**src/rtl/ac_motor_pwm_compare.sv**
```systemverilog
// ---------------------------------------------------------------------------
// ac_motor_pwm_compare
// Consumer side of the AC motor carrier. Three signed phase references are
// shadowed on the carrier-peak LOCK pulse, compared against the shared
// triangle carrier, and turned into complementary high/low-side gate signals
// with dead-time insertion. A carrier watchdog latches FAULT and forces all
// gates off if LOCK stops arriving.
//
// Ports
//   clk_i                 system clock, rising edge
//   reset_i               synchronous, active-high reset
//   enable_i              1 = modulate, 0 = all gates off
//   lock_i                one-cycle pulse per carrier period at positive peak
//   triangle_i            signed carrier
//   ref_u_i/ref_v_i/ref_w_i  signed phase references
//   hs_u_o/hs_v_o/hs_w_o  high-side gates, active high
//   ls_u_o/ls_v_o/ls_w_o  low-side gates, active high
//   fault_o               sticky carrier-watchdog fault
// ---------------------------------------------------------------------------
module ac_motor_pwm_compare #(
   parameter int unsigned OUTPUT_BITS     = 24,
   parameter int unsigned DEAD_CYCLES     = 50,
   parameter int unsigned DEAD_BITS       = 8,
   parameter int unsigned WATCHDOG_CYCLES = 2**20
) (
   input  logic                   clk_i,
   input  logic                   reset_i,
   input  logic                   enable_i,
   input  logic                   lock_i,
   input  logic [OUTPUT_BITS-1:0] triangle_i,
   input  logic [OUTPUT_BITS-1:0] ref_u_i,
   input  logic [OUTPUT_BITS-1:0] ref_v_i,
   input  logic [OUTPUT_BITS-1:0] ref_w_i,
   output logic                   hs_u_o,
   output logic                   hs_v_o,
   output logic                   hs_w_o,
   output logic                   ls_u_o,
   output logic                   ls_v_o,
   output logic                   ls_w_o,
   output logic                   fault_o
);

   localparam int unsigned NUM_PHASES = 3;
   localparam int unsigned WD_BITS    = $clog2(WATCHDOG_CYCLES + 1);

   localparam logic [DEAD_BITS-1:0] DEAD_LOAD = DEAD_BITS'(DEAD_CYCLES - 1);
   localparam logic [WD_BITS-1:0]   WD_LIMIT  = WD_BITS'(WATCHDOG_CYCLES);

   // Encoding chosen so bit 1 is the high-side gate and bit 0 the low-side
   // gate: the state register drives the gate pins directly.
   typedef enum logic [3:0] {
      ST_OFF  = 4'b0000,
      ST_LOW  = 4'b0001,
      ST_HIGH = 4'b0010,
      ST_DT_H = 4'b0100,
      ST_DT_L = 4'b1000
   } phase_state_e;

   logic [OUTPUT_BITS-1:0] ref_in    [NUM_PHASES];
   logic [OUTPUT_BITS-1:0] ref_act_q [NUM_PHASES];
   logic [OUTPUT_BITS-1:0] ref_act_d [NUM_PHASES];
   logic                   armed_q, armed_d;
   logic [NUM_PHASES-1:0]  demand_q, demand_d;
   phase_state_e           state_q   [NUM_PHASES];
   phase_state_e           state_d   [NUM_PHASES];
   logic [DEAD_BITS-1:0]   cnt_q     [NUM_PHASES];
   logic [DEAD_BITS-1:0]   cnt_d     [NUM_PHASES];
   logic [WD_BITS-1:0]     wd_cnt_q, wd_cnt_d;
   logic                   fault_q, fault_d;

   assign ref_in[0] = ref_u_i;
   assign ref_in[1] = ref_v_i;
   assign ref_in[2] = ref_w_i;

   // Shadow references: only the value present on the LOCK edge takes effect.
   always_comb begin
      armed_d = armed_q;
      for (int p = 0; p < NUM_PHASES; p++) begin
         ref_act_d[p] = ref_act_q[p];
      end
      if (lock_i) begin
         armed_d = 1'b1;
         for (int p = 0; p < NUM_PHASES; p++) begin
            ref_act_d[p] = ref_in[p];
         end
      end
   end

   // Full-width signed compare, no clamping.
   always_comb begin
      demand_d = '0;
      for (int p = 0; p < NUM_PHASES; p++) begin
         demand_d[p] = $signed(ref_act_q[p]) > $signed(triangle_i);
      end
   end

   // Carrier watchdog: saturating count of cycles since the last LOCK.
   always_comb begin
      wd_cnt_d = wd_cnt_q;
      if (lock_i || !enable_i) begin
         wd_cnt_d = '0;
      end else if (wd_cnt_q != WD_LIMIT) begin
         wd_cnt_d = wd_cnt_q + WD_BITS'(1);
      end
      fault_d = fault_q | (wd_cnt_d == WD_LIMIT);
   end

   // Per-phase gate FSM with dead-time counter.
   always_comb begin
      for (int p = 0; p < NUM_PHASES; p++) begin
         state_d[p] = state_q[p];
         cnt_d[p]   = cnt_q[p];
         if (!enable_i || fault_q) begin
            state_d[p] = ST_OFF;
         end else begin
            unique case (state_q[p])
               ST_OFF: begin
                  if (armed_q) begin
                     state_d[p] = demand_q[p] ? ST_DT_H : ST_DT_L;
                     cnt_d[p]   = DEAD_LOAD;
                  end
               end
               ST_DT_H: begin
                  // Demand withdrawn before HS asserted: fall straight back.
                  if (!demand_q[p]) begin
                     state_d[p] = ST_LOW;
                  end else if (cnt_q[p] == '0) begin
                     state_d[p] = ST_HIGH;
                  end else begin
                     cnt_d[p] = cnt_q[p] - DEAD_BITS'(1);
                  end
               end
               ST_HIGH: begin
                  if (!demand_q[p]) begin
                     state_d[p] = ST_DT_L;
                     cnt_d[p]   = DEAD_LOAD;
                  end
               end
               ST_DT_L: begin
                  if (demand_q[p]) begin
                     state_d[p] = ST_HIGH;
                  end else if (cnt_q[p] == '0) begin
                     state_d[p] = ST_LOW;
                  end else begin
                     cnt_d[p] = cnt_q[p] - DEAD_BITS'(1);
                  end
               end
               ST_LOW: begin
                  if (demand_q[p]) begin
                     state_d[p] = ST_DT_H;
                     cnt_d[p]   = DEAD_LOAD;
                  end
               end
               default: begin
                  state_d[p] = ST_OFF;
               end
            endcase
         end
      end
   end

   // State and datapath registers.
   always_ff @(posedge clk_i) begin
      if (reset_i) begin
         armed_q  <= 1'b0;
         demand_q <= '0;
         wd_cnt_q <= '0;
         fault_q  <= 1'b0;
         for (int p = 0; p < NUM_PHASES; p++) begin
            ref_act_q[p] <= '0;
            state_q[p]   <= ST_OFF;
            cnt_q[p]     <= '0;
         end
      end else begin
         armed_q  <= armed_d;
         demand_q <= demand_d;
         wd_cnt_q <= wd_cnt_d;
         fault_q  <= fault_d;
         for (int p = 0; p < NUM_PHASES; p++) begin
            ref_act_q[p] <= ref_act_d[p];
            state_q[p]   <= state_d[p];
            cnt_q[p]     <= cnt_d[p];
         end
      end
   end

   assign hs_u_o  = state_q[0][1];
   assign hs_v_o  = state_q[1][1];
   assign hs_w_o  = state_q[2][1];
   assign ls_u_o  = state_q[0][0];
   assign ls_v_o  = state_q[1][0];
   assign ls_w_o  = state_q[2][0];
   assign fault_o = fault_q;

endmodule

```
**config.mk**
```make
export PLATFORM = sky130hd
export DESIGN_NAME = ac_motor_pwm_compare
export DESIGN_NICKNAME = d
export VERILOG_FILES = /design/src/rtl/ac_motor_pwm_compare.sv
export SDC_FILE = /design/constraint.sdc
export NUM_CORES = 1
export LEC_CHECK = 0
export BUFFER_PORTS_ARGS = -buffer_cell sky130_fd_sc_hd__buf_2
export CORE_ASPECT_RATIO = 1.4
export CORE_MARGIN = 5
export CORE_UTILIZATION = 35
export DETAILED_ROUTE_END_ITERATION = 12
export SLEW_MARGIN = 20
export SYNTH_ARGS = -nofsm -noshare
export SYNTH_HDL_FRONTEND = slang
export SYNTH_SLANG_ARGS = --single-unit
```
**constraint.sdc**
```tcl
create_clock -name clk_i -period 3 [get_ports clk_i]
set_clock_uncertainty 0.2 [all_clocks]
set_input_delay 0.9 -clock clk_i [delete_from_list [all_inputs] [get_ports clk_i]]
set_output_delay 0.9 -clock clk_i [all_outputs]
set_load 0.01 [all_outputs]
```
* Word level (Yosys, flattened, before mapping)
Memory sizes are Yosys's and may differ from the RTL's.
Cells that the tools add are included.
W data, S select, Z words.
** Storage, ports and cells
- Bits in registers :: 26
- RAM bits :: 108
- Bits of input ports :: 100
- Output and inout port bits :: 7
- Word-level logic and storage cells :: 116
- Memories :: 3
** Memories
- ref_act_q :: depth 3, width 24, read ports 3, clocked after Yosys merged registers in 0, write ports 3, RTL line 60 : logic [OUTPUT_BITS-1:0] ref_act_q [NUM_PHASES];
- cnt_q :: depth 3, width 8, read ports 3, clocked after Yosys merged registers in 0, write ports 3, RTL line 66 : logic [DEAD_BITS-1:0] cnt_q [NUM_PHASES];
- state_q :: depth 3, width 4, read ports 3, clocked after Yosys merged registers in 0, write ports 3, RTL line 64 : phase_state_e state_q [NUM_PHASES];
** Operators by class
- Add/sub/neg operators :: 4
- Magnitude comparators :: 3
- Equal/unequal tests :: 14
- Multiplexer cells :: 69
- Bitwise gates (word level) :: 10
- Reduce and logical (&&, ||, !) cells :: 9
** Operators with widths (count)
- $mux W8 :: 24
- $mux W4 :: 30
- $pmux W8 S5 :: 3
- $gt A24 B24 Y1 :: 3
- $mux W24 :: 3
- $mux W72 :: 1
- $pmux W4 S5 :: 3
- $mux W21 :: 2
- $logic_not A8 Y1 :: 3
- $sub A8 B1 Y8 const B :: 3
- $add A21 B1 Y21 const B :: 1
- $eq A21 B21 Y1 const B :: 1
- $ne A21 B21 Y1 const B :: 1
- $eq A4 B1 Y1 const B :: 3
- $eq A4 B2 Y1 const B :: 3
- $eq A4 B3 Y1 const B :: 3
- $eq A4 B4 Y1 const B :: 3
- $logic_not A4 Y1 :: 3
- $or A1 B1 Y1 :: 10
- $mux W1 :: 3
- $logic_or A1 B1 Y1 :: 2
- $logic_not A1 Y1 :: 1

* Longest topological paths before layout
- Depth after elaboration :: 6
- Depth in mapped cells :: 9
- Depth with buffers taken out :: 9

* Worst setup path before layout
Ideal clock, no wire load.
- Path kind :: in2reg
- Start point :: in triangle_i[9]
- End point :: reg demand_q[0]
- Setup time :: 0.119 ns
- Data arrival time :: 2.622 ns
- Data required time :: 2.681 ns
- Slack :: 0.060 ns
- Cell stages on the path :: 9
- Buffers on the path :: 0
- Path through :: inv_1 ha_1 a211o_1 o211ai_1 a21oi_1 or4_1 a21oi_1 o21ai_0 o221a_2
** Between the ends
- Longest elaborated chain between the ends :: 1
** RTL lines
- start, declared :: RTL line 30 : input logic [OUTPUT_BITS-1:0] triangle_i,
- $gt A24 B24 Y1 :: RTL line 93 : demand_d[p] = $signed(ref_act_q[p]) > $signed(triangle_i);
- end signal, assigned :: RTL line 176 : demand_q <= demand_d;
- end, declared :: RTL line 63 : logic [NUM_PHASES-1:0] demand_q, demand_d;
No other way between the ends.
A chain may end at the register's enable or synchronous reset.

* Worst setup path in the final report
Ends and elaborated chain as after synthesis.

==> flow_metrics.py <==
metrics = {
    "run_status": {
        "outcome": "complete, no violations",
    },
    "sta": {
        "fin_tns_setup_ns": 0,
        "hold_viol_final": 0,
        "fin_ws_ns": 0.1489,
        "grt_setup_unrepaired": "no",
        "setup_viol": 0,
        "max_freq_ghz": 0.3507,
        "slew_headroom_pct": 56.05,
        "post-route-period-util_pct": 95.04,
        "fin_crit_ns": 2.851,
        "worst_pin_slew_ns": 0.6573,
        "slew_viol_final": 0,
    },
    "setup_path": {
        "path_cells": "buf_2, inv_1, ha_1, a211o_1, o211ai_1, a21oi_1, or4_1, a21oi_1, o21ai_0, o221a_2",
        "cpPeakStageDelay_ns": 0.57,
        "criticalPathCategory": "primary input to flop",
        "r2r-start": "wd_cnt_q[1]",
        "path_max_fanout": 2,
        "start_kind": "primary input",
        "path_delay_family": "compound AO/OA/AOI/OAI gates",
        "crit_required_ns": 3.10,
        "crit_path_frequent_cell": "a21oi_1",
        "cp-startpoint": "triangle_i[9]",
        "crit_path_end_kind": "flop",
        "r2r_setup_slack_ns": 0.37,
        "worst_ep_arrival_time_ns": 2.95,
        "worst_path_max_delay_cell": "or4_1",
        "crit_buf_inv": 2,
    },
    "layout": {
        "layout.nets": 1184,
        "syn2layout_area_growth_pct": 20.57,
        "drive_gt1_share_pct": 18.39,
        "stdcell_count": 1315,
    },
    "power": {
        "peakVddDrop_mv": 0.3687,
        "p_seq_share_pct": 41.6,
        "swShare_pct": 26.62,
        "power_leakage_nw": 4.278,
        "power.density_mw_per_mm2": 505.6,
        "p_sw_mw": 1.247,
        "pwr-share-clk_pct": 43.6,
        "p_int_mw": 3.437,
        "p_comb_share_pct": 14.8,
    },
    "logic_synthesis": {
        "syn_area_mm2": 0.007684,
        "yosysMostFrequentCell": "nor2_1",
        "synth_top_cell_by_area": "dfxtp_1",
        "yosysWarnings": 0,
        "synth_edf_count": 0,
        "netlist_instances": 879,
        "ys_ff_latch": 134,
        "syn-mean-instance-area_um2": 8.741,
        "synthTopCellsByCount": "nor2_1, dfxtp_1, ha_1",
        "synthFlopType": "dfxtp_1",
        "synth_fp_nets": 1059,
        "synth_top_cells_by_area": "dfxtp_1, ha_1, mux2i_1",
        "ys_seq_area_share_pct": 34.91,
        "synth_cell_types": 71,
        "postSynth.asyncResetShare_pct": 0,
        "synth_top_area_share_pct": 34.91,
    },
    "floorplanning": {
        "coreArea_mm2": 0.02178,
        "ios": 107,
        "die-height_um": 185.3,
        "row_count": 64,
        "initial_core_util_pct": 35.28,
        "die_x_um": 135.2,
        "die_area_mm2": 0.02506,
    },
    "detailed_routing": {
        "finalWirelength_um": 18830,
        "drtIter0Drc": 280,
        "wl_per_cell_um": 14.32,
        "wl_met3_um": 729,
        "wl_met1_um": 8177,
        "drc": 0,
        "dr_total_vias": 6510,
        "wl_met2_um": 9648,
        "ant_nets": 0,
        "viasPerCell": 4.951,
        "top_layer": "met5",
        "first_pass_iters": 4,
    },
    "placed_design": {
        "post-place-ws_ns": -0.2760,
        "port_buffers": 106,
        "globalplace.congestion": 0.7898,
        "dp.cells": 1282,
        "hpwl_um": 14530,
    },
    "min_path": {
        "min_from": "cnt_q[0][23]",
        "hold_class": "flop to flop",
    },
    "global_routing": {
        "track_usage_pct": 15.62,
        "grt_max_degree": 74,
        "grt_pass1_vias": 6691,
        "antenna_found_initial": 1,
        "grt_pass1_wl_um": 31710,
        "grt-ovfl-total": 0,
    },
    "job": {
        "maxCapViolations": 0,
    },
    "clock_network": {
        "numCtsBuffers": 17,
        "post-cts-setup-buffers": 0,
        "cts_tree": "built",
        "clk_latency_ns": 0.42,
        "post_cts_resized": 0,
        "clock-sinks": 134,
        "htreeDepth": 4,
        "clk_path_buf_depth": 2,
        "path_clk_slew_ns": 0.06,
        "ctsRootBufferMaster": "clkbuf_16",
        "cts_hold_buf": 0,
    },
}
## placed cells by master, fill, tap and decap left out, types with 4 or more instances in the layout
master	count
a21o_1	18
nor3_1	29
nor3b_1	4
and2_1	6
and4_1	5
a21oi_1	42
xnor2_1	13
inv_1	47
nor2b_1	7
nand2b_1	8
and3_1	8
mux2i_1	79
nor4b_1	4
a211oi_1	12
clkbuf_16	17
dfxtp_1	134
or3_1	4
buf_2	104
nand3_1	20
a2111oi_0	4
clkinv_2	4
nor4_1	9
o21ai_0	31
a41o_1	4
nand2_1	38
xor2_1	14
clkinv_4	4
a31oi_1	7
buf_4	37
nand4_1	13
nor2_1	151
ha_1	80
## worst reg2reg max path, cell delays in order, from the launching register on
cell and delay, ns:
dfxtp_1 0.43, ha_1 0.28, and4_4 0.26, nand4_4 0.13, nor3_4 0.26, nand3_2 0.11
xor2_1 0.15, or4b_1 0.48, o32ai_2 0.25
## power by group through the flow
stage                     Clock [mW]  Combinational (mW)  Sequential (mW)
after global routing            2.19               0.799             1.96
after global placement             0               0.688             1.98
after detailed placement           0               0.699             1.98
after floorplan                    0               0.481             1.95
final                           2.04               0.693             1.95
after CTS                       2.10               0.704             1.95
## per-stage QoR
step	hold slack, ns	power, mW	area (um2)	utilization, %
floorplan	0.2555	2.436	7684	-
global placement	0.2762	2.672	8685	39.87
detailed placement	0.2832	2.684	8685	39.87
CTS	0.2943	4.749	9261	42.52
global route	0.3202	4.953	9261	42.52
finish	0.2874	4.684	9264	42.53
## metal layers
metal | vias to the layer above | global-route usage [%]
met2 | 97 | 28.31
met4 | 2 | 4.639
met3 | 20 | 3.750
met1 | 3009 | 18.16
met5 | - | 0
li1 | 3382 | -
## worst paths after layout
| check | to | depth (start not counted) |
|---|---|---|
| worst max-delay path | demand_q[0] | 10 |
| worst min-delay path | cnt_q[0][23] | 2 |
| worst max register to register | fault_o | 8 |
| worst min register to register | cnt_q[0][23] | 2 |
## sequential cells by signal, indices dropped and copies added, names as in the netlist
name and cells:
cnt_q 24, state_q 12, wd_cnt_q 21, armed_q 1, ref_act_q 72, fault_o 1
demand_q 3
## cell type report
cell class	instances	area, um2
fill	2223	12520
multi-input combinational	662	4636
clock inverter	12	130.1
tap	297	371.6
inverter	47	176.4
clock buffer	20	446.7
timing repair buffer	142	818.3
sequential	134	2683
antenna	1	2.502
## logic make-up after synthesis
kind of cell / synth area share (%)
AOI/OAI and AO/OA: 12.64
and+or+nand+nor: 20.89
adders and majority gates: 13.29
muxes: 10.44
xor gates and xnor gates: 3.078
DFF: 34.91
buffers and inverters: 4.755
(Power assumes the default switching activity.)
